## src/rtl/spiread.sv

```systemverilog
// spiread: read-side SPI master for the IS62WVS5128 serial SRAM.
// Sends READ + address, then streams req_len bytes back from SO.
module spiread #(
    parameter int          ADDRESSBITS = 24,
    parameter int          LENBITS     = 10,
    parameter int          CS_GAP      = 2,
    parameter logic [7:0]  OPCODE      = 8'h03
) (
    input  logic                   inverse_clk,
    input  logic                   rst,
    input  logic                   req,
    input  logic [ADDRESSBITS-1:0] req_addr,
    input  logic [LENBITS-1:0]     req_len,
    input  logic                   so,
    output logic                   cs,
    output logic                   sck,
    output logic                   si,
    output logic [7:0]             data,
    output logic                   data_valid,
    output logic                   busy,
    output logic                   done
);
    localparam int TXW = 8 + ADDRESSBITS;
    localparam int CW  = $clog2(TXW);
    localparam int GW  = (CS_GAP > 1) ? $clog2(CS_GAP) : 1;

    localparam logic [2:0] S_IDLE = 3'd0;
    localparam logic [2:0] S_OPC  = 3'd1;
    localparam logic [2:0] S_ADDR = 3'd2;
    localparam logic [2:0] S_DATA = 3'd3;
    localparam logic [2:0] S_GAP  = 3'd4;

    logic [2:0]         state_q, state_d;
    logic               phase_q, phase_d;
    logic [CW-1:0]      bitcnt_q, bitcnt_d;
    logic [TXW-1:0]     tx_q, tx_d;
    logic [LENBITS-1:0] len_q, len_d;
    logic [6:0]         shift_q, shift_d;
    logic [GW-1:0]      gap_q, gap_d;
    logic               cs_q, cs_d;
    logic               sck_q, sck_d;
    logic               si_q, si_d;
    logic [7:0]         data_q, data_d;
    logic               dv_q, dv_d;
    logic               busy_q, busy_d;
    logic               done_q, done_d;

    always_comb begin
        state_d  = state_q;
        phase_d  = phase_q;
        bitcnt_d = bitcnt_q;
        tx_d     = tx_q;
        len_d    = len_q;
        shift_d  = shift_q;
        gap_d    = gap_q;
        cs_d     = cs_q;
        sck_d    = sck_q;
        si_d     = si_q;
        data_d   = data_q;
        dv_d     = 1'b0;
        busy_d   = busy_q;
        done_d   = 1'b0;
        case (state_q)
            S_IDLE: begin
                if (req) begin
                    busy_d   = 1'b1;
                    len_d    = req_len;
                    phase_d  = 1'b0;
                    bitcnt_d = '0;
                    // tx holds the bits still to send after OPCODE[7]
                    tx_d     = {OPCODE[6:0], req_addr, 1'b0};
                    if (req_len != '0) begin
                        cs_d    = 1'b0;
                        sck_d   = 1'b0;
                        si_d    = OPCODE[7];
                        state_d = S_OPC;
                    end else begin
                        gap_d   = '0;
                        state_d = S_GAP;
                    end
                end
            end
            S_OPC, S_ADDR, S_DATA: begin
                phase_d = ~phase_q;
                if (!phase_q) begin
                    sck_d = 1'b1;
                end else begin
                    sck_d    = 1'b0;
                    bitcnt_d = bitcnt_q + 1'b1;
                    shift_d  = {shift_q[5:0], so};
                    si_d     = tx_q[TXW-1];
                    tx_d     = tx_q << 1;
                    if (state_q == S_OPC && bitcnt_q == CW'(7)) begin
                        state_d  = S_ADDR;
                        bitcnt_d = '0;
                    end
                    if (state_q == S_ADDR &&
                        bitcnt_q == CW'(ADDRESSBITS - 1)) begin
                        state_d  = S_DATA;
                        bitcnt_d = '0;
                        si_d     = 1'b0;
                    end
                    if (state_q == S_DATA) begin
                        si_d = 1'b0;
                        if (bitcnt_q == CW'(7)) begin
                            bitcnt_d = '0;
                            data_d   = {shift_q, so};
                            dv_d     = 1'b1;
                            len_d    = len_q - 1'b1;
                            if (len_q == LENBITS'(1)) begin
                                cs_d    = 1'b1;
                                gap_d   = GW'(CS_GAP - 1);
                                state_d = S_GAP;
                            end
                        end
                    end
                end
            end
            S_GAP: begin
                if (gap_q == '0) begin
                    done_d  = 1'b1;
                    busy_d  = 1'b0;
                    state_d = S_IDLE;
                end else begin
                    gap_d = gap_q - 1'b1;
                end
            end
            default: state_d = S_IDLE;
        endcase
    end

    always_ff @(posedge inverse_clk) begin
        if (rst) begin
            state_q  <= S_IDLE;
            phase_q  <= 1'b0;
            bitcnt_q <= '0;
            tx_q     <= '0;
            len_q    <= '0;
            shift_q  <= '0;
            gap_q    <= '0;
            cs_q     <= 1'b1;
            sck_q    <= 1'b0;
            si_q     <= 1'b0;
            data_q   <= '0;
            dv_q     <= 1'b0;
            busy_q   <= 1'b0;
            done_q   <= 1'b0;
        end else begin
            state_q  <= state_d;
            phase_q  <= phase_d;
            bitcnt_q <= bitcnt_d;
            tx_q     <= tx_d;
            len_q    <= len_d;
            shift_q  <= shift_d;
            gap_q    <= gap_d;
            cs_q     <= cs_d;
            sck_q    <= sck_d;
            si_q     <= si_d;
            data_q   <= data_d;
            dv_q     <= dv_d;
            busy_q   <= busy_d;
            done_q   <= done_d;
        end
    end

    assign cs         = cs_q;
    assign sck        = sck_q;
    assign si         = si_q;
    assign data       = data_q;
    assign data_valid = dv_q;
    assign busy       = busy_q;
    assign done       = done_q;
endmodule

```

## config.mk

```make
export PLATFORM = sky130hd
export DESIGN_NAME = spiread
export DESIGN_NICKNAME = d
export VERILOG_FILES = /design/src/rtl/spiread.sv
export SDC_FILE = /design/constraint.sdc
export NUM_CORES = 1
export LEC_CHECK = 0
export ABC_AREA = 1
export ABC_CLOCK_PERIOD_IN_PS = 4550
export BUFFER_PORTS_ARGS = -buffer_cell sky130_fd_sc_hd__buf_2
export CAP_MARGIN = 20
export CORE_ASPECT_RATIO = 1.4
export CORE_MARGIN = 4
export CORE_UTILIZATION = 60
export DETAILED_ROUTE_END_ITERATION = 8
export GPL_ROUTABILITY_DRIVEN = 0
export PLACE_DENSITY = 0.82
export SKIP_CTS_REPAIR_TIMING = 1
export SLEW_MARGIN = 20
export SYNTH_ARGS = -nofsm -noshare
export SYNTH_HDL_FRONTEND = slang
export SYNTH_SLANG_ARGS = --single-unit
```

## constraint.sdc

```tcl
create_clock -name inverse_clk -period 4.55 [get_ports inverse_clk]
set_clock_uncertainty 0.2 [all_clocks]
set_input_delay 0.2275 -clock inverse_clk [delete_from_list [all_inputs] [get_ports inverse_clk]]
set_output_delay 0.2275 -clock inverse_clk [all_outputs]
set_load 0.02 [all_outputs]
```

* Yosys cells after proc, flatten, opt, wreduce, memory -nomap -nowiden
Index checks and enable logic that the tools add are counted.
** Cells by class
- $add $sub $neg :: 3
- Equal/unequal tests :: 15
- Muxes and demuxes :: 49
- Bitwise logic cells :: 4
- Reductions and logical operators :: 21
** Operator list (count)
- $mux W32 :: 2
- $pmux W32 S2 :: 1
- $mux W10 :: 4
- $mux W5 :: 6
- $mux W3 :: 9
- $pmux W10 S2 :: 1
- $mux W1 :: 18
- $ne A2 B2 Y1 const B :: 8
- $reduce_and A7 Y1 :: 2
- $reduce_and A3 Y1 :: 4
- $eq A10 B1 Y1 const B :: 1
- $pmux W1 S2 :: 5
- $pmux W5 S2 :: 1
- $reduce_bool A10 Y1 :: 1
- $sub A10 B1 Y10 const B :: 1
- $pmux W3 S3 :: 1
- $reduce_and A4 Y1 :: 2
- $eq A3 B2 Y1 const B :: 2
- $add A5 B1 Y5 const B :: 1
- $eq A5 B3 Y1 const B :: 1
- $eq A5 B5 Y1 const B :: 1
- $reduce_and A5 Y1 :: 1
- $not A1 Y1 :: 4
- $reduce_and A2 Y1 :: 2
- other kinds (11) :: 13
** Word-level totals
- Flip-flop bits (word level) :: 73
- Input bits :: 38
- Output and inout bits :: 14
- Word-level logic and storage cells :: 106

* Logic depth before layout (Yosys ltp)
Gate-level depths: netlist (run 1).
- Word-level depth :: 9
- Depth in mapped cells :: 12
- Mapped depth without buffers :: 11

* Worst setup path before layout (run 1)
OpenSTA, ideal clock, no wires.
- Path kind :: reg2reg
- Start :: register bitcnt_q[0]
- End :: register len_q[9]
- Library setup time :: 115 ps
- Data arrival time :: 1423 ps
- Data required time :: 4235 ps
- Path slack :: 2812 ps
- Cell stages (with the launch flop) :: 12
- Path buffers :: 1
- Period minus slack after synthesis :: 1738 ps
- Cells stage by stage :: dfxtp_1 > ha_1 > nand2_1 > nor3_2 > nand2_2 > nand2_2 > nand2_4 > inv_2 > buf_6 > nand2_1 > nand2_1 > nor2_1
** Between the ends
- Cells in the longest elaborated chain, start to end :: 3
** Ends and longest elaborated chain
- from (decl) :: line 35 : logic [CW-1:0] bitcnt_q, bitcnt_d;
- from (signal assigned) :: line 151 : bitcnt_q <= bitcnt_d;
- $eq A5 B3 Y1 :: line 105 : if (bitcnt_q == CW'(7)) begin
- $ne A2 B2 Y1 (no source line)
- $reduce_and A5 Y1 (no source line)
- to (signal assigned) :: line 153 : len_q <= len_d;
- to (decl) :: line 37 : logic [LENBITS-1:0] len_q, len_d;
Every way passes these cells.
A chain may end at the register's enable or synchronous reset.

* Final worst setup path (run 1)
- Start :: register state_q[2]
- End :: register len_q[4]
** Between the ends
- Cells in the longest elaborated chain, start to end :: 4
- Elaborated cells on any way between the ends :: 12
- Classes of those cells :: 7 x eq/ne; 1 x mux; 4 x reduce/logical
** Ends and longest elaborated chain
- from (decl) :: line 33 : logic [2:0] state_q, state_d;
- from (signal assigned) :: line 149 : state_q <= state_d;
- $eq A3 B1 Y1, or another cell as far along :: line 63 : case (state_q)
- $reduce_or A3 Y1 :: line 63
- $ne A2 B2 Y1 (no source line) or $reduce_bool A2 Y1 (tied branches)
- $reduce_and A5 Y1 (no source line)
Several ways; a longest one is shown, not always the timed one.

==> flow_summary.yaml, run 1 <==
status:
  status: "finished, violations left"
  failed_checks: "negative hold slack"
final_layout:
  finalNetCount: 575
  drive_gt1_share_pct: 15.40
  area_growth_pct: 22.85
  diodes: 0
  fill_cells: 419
logic_synthesis:
  post-synth-top-area-fraction_pct: 44.09
  synth.cells.most_frequent: "nand2_1, dfxtp_1, o21ai_0"
  synth-main-ff-cell: "dfxtp_1"
  seq_area_frac_synth_pct: 44.09
  yosys.cell_count.top_type: "nand2_1"
  synthArstFlopShare_pct: 0
  synth_warnings: 0
  syn_inst: 468
  synth_fp_nets: 509
  synth_area_sq_um: 3269
  post_synth_num_cell_types: 29
  netlist_top_cells_area: "dfxtp_1, nand2_1, o21ai_0, a21oi_1, nor2_1"
  synth_top_cell_by_area: "dfxtp_1"
  syn_area_per_cell_sq_um: 6.986
  synth_edf_count: 0
  synth-seq-cells: 72
sta:
  slew_headroom_pct: 55.77
  clock.fmax_mhz: 388.6
  hold_violations: 1
  hold_slack_ns: -0.03259
  worstMarginPinSlew_ns: 0.6619
  period_share_pct: 56.56
  drv_slew: 0
  rsz0062_at_grt: "false"
  post-route-min-period_ns: 2.573
  setup_viol: 0
  timing.setup.tns_ns: 0
  setup_ws_ns: 1.977
floorplan:
  core_sq_um: 5236
  rows: 31
  die_h_um: 95.34
  num_io_pins: 52
  start_util_pct: 62.44
  die_x_um: 70.39
  die-area_sq_um: 6711
setup_path:
  crit_buf_inv: 3
  crit_path_max_fanout: 63
  critPathSlowestCell: "inv_4"
  arrival_ns: 2.61
  crit_required_ns: 4.58
  cpLargestDelayFamily: "simple AND/OR/NAND/NOR gates"
  slowest_delay_ns: 0.44
  path_cells: "inv_2 > nand2_1 > nand2_4 > nand2_2 > nand2_2 > inv_4 > nand2_4 > inv_2 > nand2_1 > a21oi_1 > nor2_1"
  startpoint_type: "flip-flop"
  cp-end-kind: "flip-flop"
  path_class: "flip-flop to flip-flop"
routing:
  ant_nets: 0
  viasPerCell: 5.423
  drt_wl_total_mm: 7.632
  wl_per_cell_um: 12.61
  dr.pass1.iters: 5
  drc_errors: 0
  vias: 3281
  initialDrtViolationCount: 284
place:
  numPortBuffers: 51
  dp_hpwl_mm: 4.932
  place_ws_ns: 2.017
global_route:
  grt_start_max_net_pins: 64
  first_global_vias: 2938
  overflow: 0
  grt_pass1_wl_mm: 12.28
  antenna_found_initial: 0
  grtUsageTotal_pct: 22.65
clocking:
  insertion_delay_ns: 0.35
  cts_buffer_depth: 2
  clk_transition_reported_paths_ns: 0.08
  htree_levels: 3
  numCtsBuffers: 9
  clock_sinks: 72
  clockRootBuffer: "clkbuf_8"
  cts_tree: "done"
worst_hold_path:
  worstHoldPathType: "primary input to flip-flop"
job:
  cap_violations: 0
pwr:
  ir_drop_mv: 0.4379
  leakagePower_nw: 1.778
  power.density_nw_per_um2: 643.8
-- per-layer routing --
layer	GRT usage [%]	up-vias	share of wire, %	wire length, um
li1	-	1687	-	-
met1	25.15	1476	41	3132
met2	40.00	94	51	3881
met3	5.591	24	5.0	385
met4	11.50	0	3.0	232
met5	0	-	0	0
-- worst reg2reg max path, delay by kind of cell, from the launching register on --
family	cells	cell delay [ns]
compound gates	1	0.12
flops	1	0.38
buf+inv	3	0.72
simple gates	7	1.03
-- through the flow --
| stage | utilization, % | instances | total power, mW | cell area [sq um] |
|---|---|---|---|---|
| 2_1_floorplan | - | 468 | 1.770 | 3269 |
| 6_report | 76.70 | 605 | 2.586 | 4016 |
| 4_1_cts | 71.73 | 579 | 2.569 | 3756 |
| 5_1_grt | 76.70 | 605 | 2.790 | 4016 |
| 3_5_place_dp | 67.07 | 563 | 1.957 | 3512 |
| 3_3_place_gp | 67.07 | 563 | 1.915 | 3512 |
-- state kept, by name, indices dropped and copies added, names as in the netlist, 3 cells and up --
name and cells:
tx_q 31, len_q 10, shift_q 7, state_q 3
bitcnt_q 5, data 8
-- worst paths after layout --
check                           to                    start  cells past startpoint  slack, ns
min reg2reg   data[5]$_SDFFE_PP0P_     data[5]$_SDFFE_PP0P_                      2       0.24
max reg2reg  len_q[4]$_SDFFE_PP0P_  state_q[2]$_SDFFE_PP0P_                     11       1.98
max          len_q[4]$_SDFFE_PP0P_  state_q[2]$_SDFFE_PP0P_                     11       1.98
min          len_q[5]$_SDFFE_PP0P_               req_len[5]                      3      -0.03
-- report_power, final --
group | leakage, nW | switching (mW) | internal (mW)
clock network | 0.119 | 0.244 | 0.365
logic | 1.07 | 0.694 | 0.324
registers | 0.591 | 0.124 | 0.835
-- layout by cell type (no fill, tap or decap) --
cell type / netlist / final
nand2_1: 117 / 117
dfxtp_1: 72 / 72
o21ai_0: 59 / 59
buf_2: 10 / 51
nor2_1: 46 / 46
a21oi_1: 42 / 42
inv_1: 35 / 35
dlygate4sd3_1: 0 / 26
a31oi_1: 23 / 23
nand3_1: 12 / 12
clkbuf_8: 0 / 9
nor3_1: 8 / 8
nand2_2: 5 / 5
nand4_1: 4 / 4
o21ai_1: 3 / 3
ha_1: 3 / 3
bufinv_16: 0 / 3
inv_2: 2 / 2
nand2_4: 2 / 2
xor2_1: 2 / 2
clkinv_4: 0 / 2
buf_4: 0 / 2
nor3_2: 1 / 1
nor2_2: 1 / 1
a21oi_2: 1 / 1
inv_4: 1 / 1
or2_2: 1 / 1
mux2i_1: 1 / 1
a211oi_1: 1 / 1
o211ai_1: 1 / 1
o22ai_1: 1 / 1
clkinvlp_4: 0 / 1
clkinv_2: 0 / 1
-- cell type report --
cell class	instances	area, sq um	area share (%)
Tap cell	66	82.58	2.056
Clock inverter	7	120.1	2.991
Timing Repair Buffer	79	530.5	13.21
Inverter	38	145.1	3.614
Sequential cell	72	1441	35.89
Multi-Input combinational cell	334	1573	39.16
Clock buffer	9	123.9	3.084
-- kinds of logic after synthesis --
kind of cell	count (synthesis)	share of synthesized area (%)
AO/OA/AOI/OAI	131	21.24
XOR/XNOR	2	0.5359
adder cells (fa/ha/maj)	3	1.148
buffers and inverters	62	7.807
flip-flops	72	44.09
multiplexers	1	0.3062
AND/OR/NAND/NOR	197	24.88
(Power assumes the default switching activity.)
==> run 2, diff against run 1 <==
--- a/config.mk
+++ b/config.mk
@@ -6,15 +6,15 @@
 export NUM_CORES = 1
 export LEC_CHECK = 0
 export ABC_AREA = 1
-export ABC_CLOCK_PERIOD_IN_PS = 4550
+export ABC_CLOCK_PERIOD_IN_PS = 2300
 export BUFFER_PORTS_ARGS = -buffer_cell sky130_fd_sc_hd__buf_2
 export CAP_MARGIN = 20
 export CORE_ASPECT_RATIO = 1.4
 export CORE_MARGIN = 4
-export CORE_UTILIZATION = 60
+export CORE_UTILIZATION = 51
 export DETAILED_ROUTE_END_ITERATION = 8
 export GPL_ROUTABILITY_DRIVEN = 0
-export PLACE_DENSITY = 0.82
+export PLACE_DENSITY = 0.74
 export SKIP_CTS_REPAIR_TIMING = 1
 export SLEW_MARGIN = 20
 export SYNTH_ARGS = -nofsm -noshare
==> constraint.sdc (replaced) <==
create_clock -name inverse_clk -period 2.3 [get_ports inverse_clk]
set_clock_uncertainty 0.2 [all_clocks]
set_input_delay 0.115 -clock inverse_clk [delete_from_list [all_inputs] [get_ports inverse_clk]]
set_output_delay 0.115 -clock inverse_clk [all_outputs]
set_load 0.02 [all_outputs]
==> flow_summary.yaml, run 2 (synthesis gave the netlist of run 1 again) <==
sta:
  setup_viol: 0
  clock.fmax_mhz: 500.8
  hold_slack_ns: -0.04231
  post-route-min-period_ns: 1.997
  drv_slew: 0
  period_share_pct: 86.81
  hold_violations: 3
  worstMarginPinSlew_ns: 0.5013
  rsz0062_at_grt: "false"
  setup_ws_ns: 0.3033
  slew_headroom_pct: 66.50
  timing.setup.tns_ns: 0
final_layout:
  postLayoutCellArea_sq_um: 4155
  regMostFlops: "tx_q"
  area_growth_pct: 27.10
  diodes: 0
  final_common_cell: "nand2_1"
  largest_reg_flops: 31
  drive_gt1_share_pct: 16.49
  finalNetCount: 588
  final_core_util_pct: 66.90
  final_cell_mix: "nand2_1, dfxtp_1, o21ai_0, buf_2, nor2_1"
  fill_cells: 552
pwr:
  p_clk_share_pct: 23.5
  power_mw: 5.235
  swShare_pct: 39.90
  netSwitchingPower_mw: 2.089
  power.density_nw_per_um2: 1260
  leakagePower_nw: 1.844
  combPwrFrac_pct: 40.4
  internal-power_mw: 3.146
  ir_drop_mv: 0.7547
  power_frac_seq_pct: 36.1
status:
  status: "finished, violations left"
  failed_checks: "negative hold slack"
routing:
  viasPerCell: 5.300
  drt_wl_total_mm: 7.638
  initialDrtViolationCount: 261
  wl_per_cell_um: 12.24
  ant_nets: 0
  vias: 3307
  drc_errors: 0
  dr.pass1.iters: 5
worst_hold_path:
  worstHoldPathType: "primary input to flip-flop"
clocking:
  clock_sinks: 72
  cts_tree: "done"
  cts_buffer_depth: 2
  insertion_delay_ns: 0.34
  clockRootBuffer: "clkbuf_8"
  htree_levels: 3
  clk_transition_reported_paths_ns: 0.08
  numCtsBuffers: 9
global_route:
  grt_pass1_wl_mm: 12.39
  grtUsageTotal_pct: 20.17
  overflow: 0
  grt_start_max_net_pins: 62
  antenna_found_initial: 0
  first_global_vias: 2881
floorplan:
  die-area_sq_um: 7774
  num_io_pins: 52
  die_h_um: 102.7
  rows: 34
  start_util_pct: 52.64
  core_sq_um: 6211
  die_x_um: 75.67
place:
  numPortBuffers: 51
  place_ws_ns: 0.3124
  placed_area_sq_um: 3592
  dp_hpwl_mm: 5.013
setup_path:
  path_class: "flip-flop to flip-flop"
  crit_path_max_fanout: 12
  startpoint_type: "flip-flop"
  cp-end-kind: "flip-flop"
  arrival_ns: 2.03
  crit_required_ns: 2.33
job:
  cap_violations: 0
run 2: cell types whose count changed in the layout (fill, tap and decap cells not counted):
cell,delta
buf_4,+7
clkbuf_8,+1
inv_6,+1
dlygate4sd3_1,+5
clkinv_4,-1
buf_12,+1
clkinv_2,-1
run 2: power groups by stage:
stage | Sequential [mW] | Combinational [mW] | Clock (mW)
final | 1.89 | 2.12 | 1.23
after floorplan | 1.89 | 1.61 | 0
after global routing | 1.94 | 2.44 | 1.31
after global placement | 1.90 | 2.03 | 0
after detailed placement | 1.91 | 2.06 | 0
after CTS | 1.89 | 2.07 | 1.25
run 2: worst paths after layout:
path         depth (start not counted)                startpoint                    end  slack (ns)
max                                 10  bitcnt_q[0]$_SDFFE_PP0P_  len_q[4]$_SDFFE_PP0P_        0.30
min                                  3                req_len[0]  len_q[0]$_SDFFE_PP0P_       -0.04
max reg2reg                         10  bitcnt_q[0]$_SDFFE_PP0P_  len_q[4]$_SDFFE_PP0P_        0.30
min reg2reg                          2      data[0]$_SDFFE_PP0P_   data[0]$_SDFFE_PP0P_        0.24
run 2: critical path: stages, from the launching register on:
cell,delay [ns]
dfxtp_1,0.37
ha_1,0.20
nand2_1,0.10
nor3_2,0.27
nand2_2,0.12
nand2_2,0.11
nand2_4,0.09
inv_2,0.18
nand2_1,0.07
a21oi_1,0.13
nor2_1,0.05
run 2: cell type report:
type	count	area, sq um	share of cell area, %
Timing Repair Buffer	92	653.1	15.72
Multi-Input combinational cell	334	1573	37.85
Sequential cell	72	1441	34.69
Clock inverter	6	115.1	2.770
Inverter	38	145.1	3.493
Clock buffer	10	137.6	3.312
Tap cell	72	90.09	2.168
run 2: per-stage QoR:
stage / hold slack, ns / cells
floorplan: 0.05963 / 468
global placement: 0.1772 / 577
detailed placement: 0.1819 / 577
CTS: -0.1902 / 593
global route: 0.01016 / 624
finish: -0.04231 / 624
run 2: layer usage:
metal	global-route usage, %	wire length, um	vias to the layer above
met2	33.33	3891	89
met5	0	0	-
met4	9.556	125	0
met1	24.83	3275	1508
li1	-	-	1700
met3	3.902	345	10
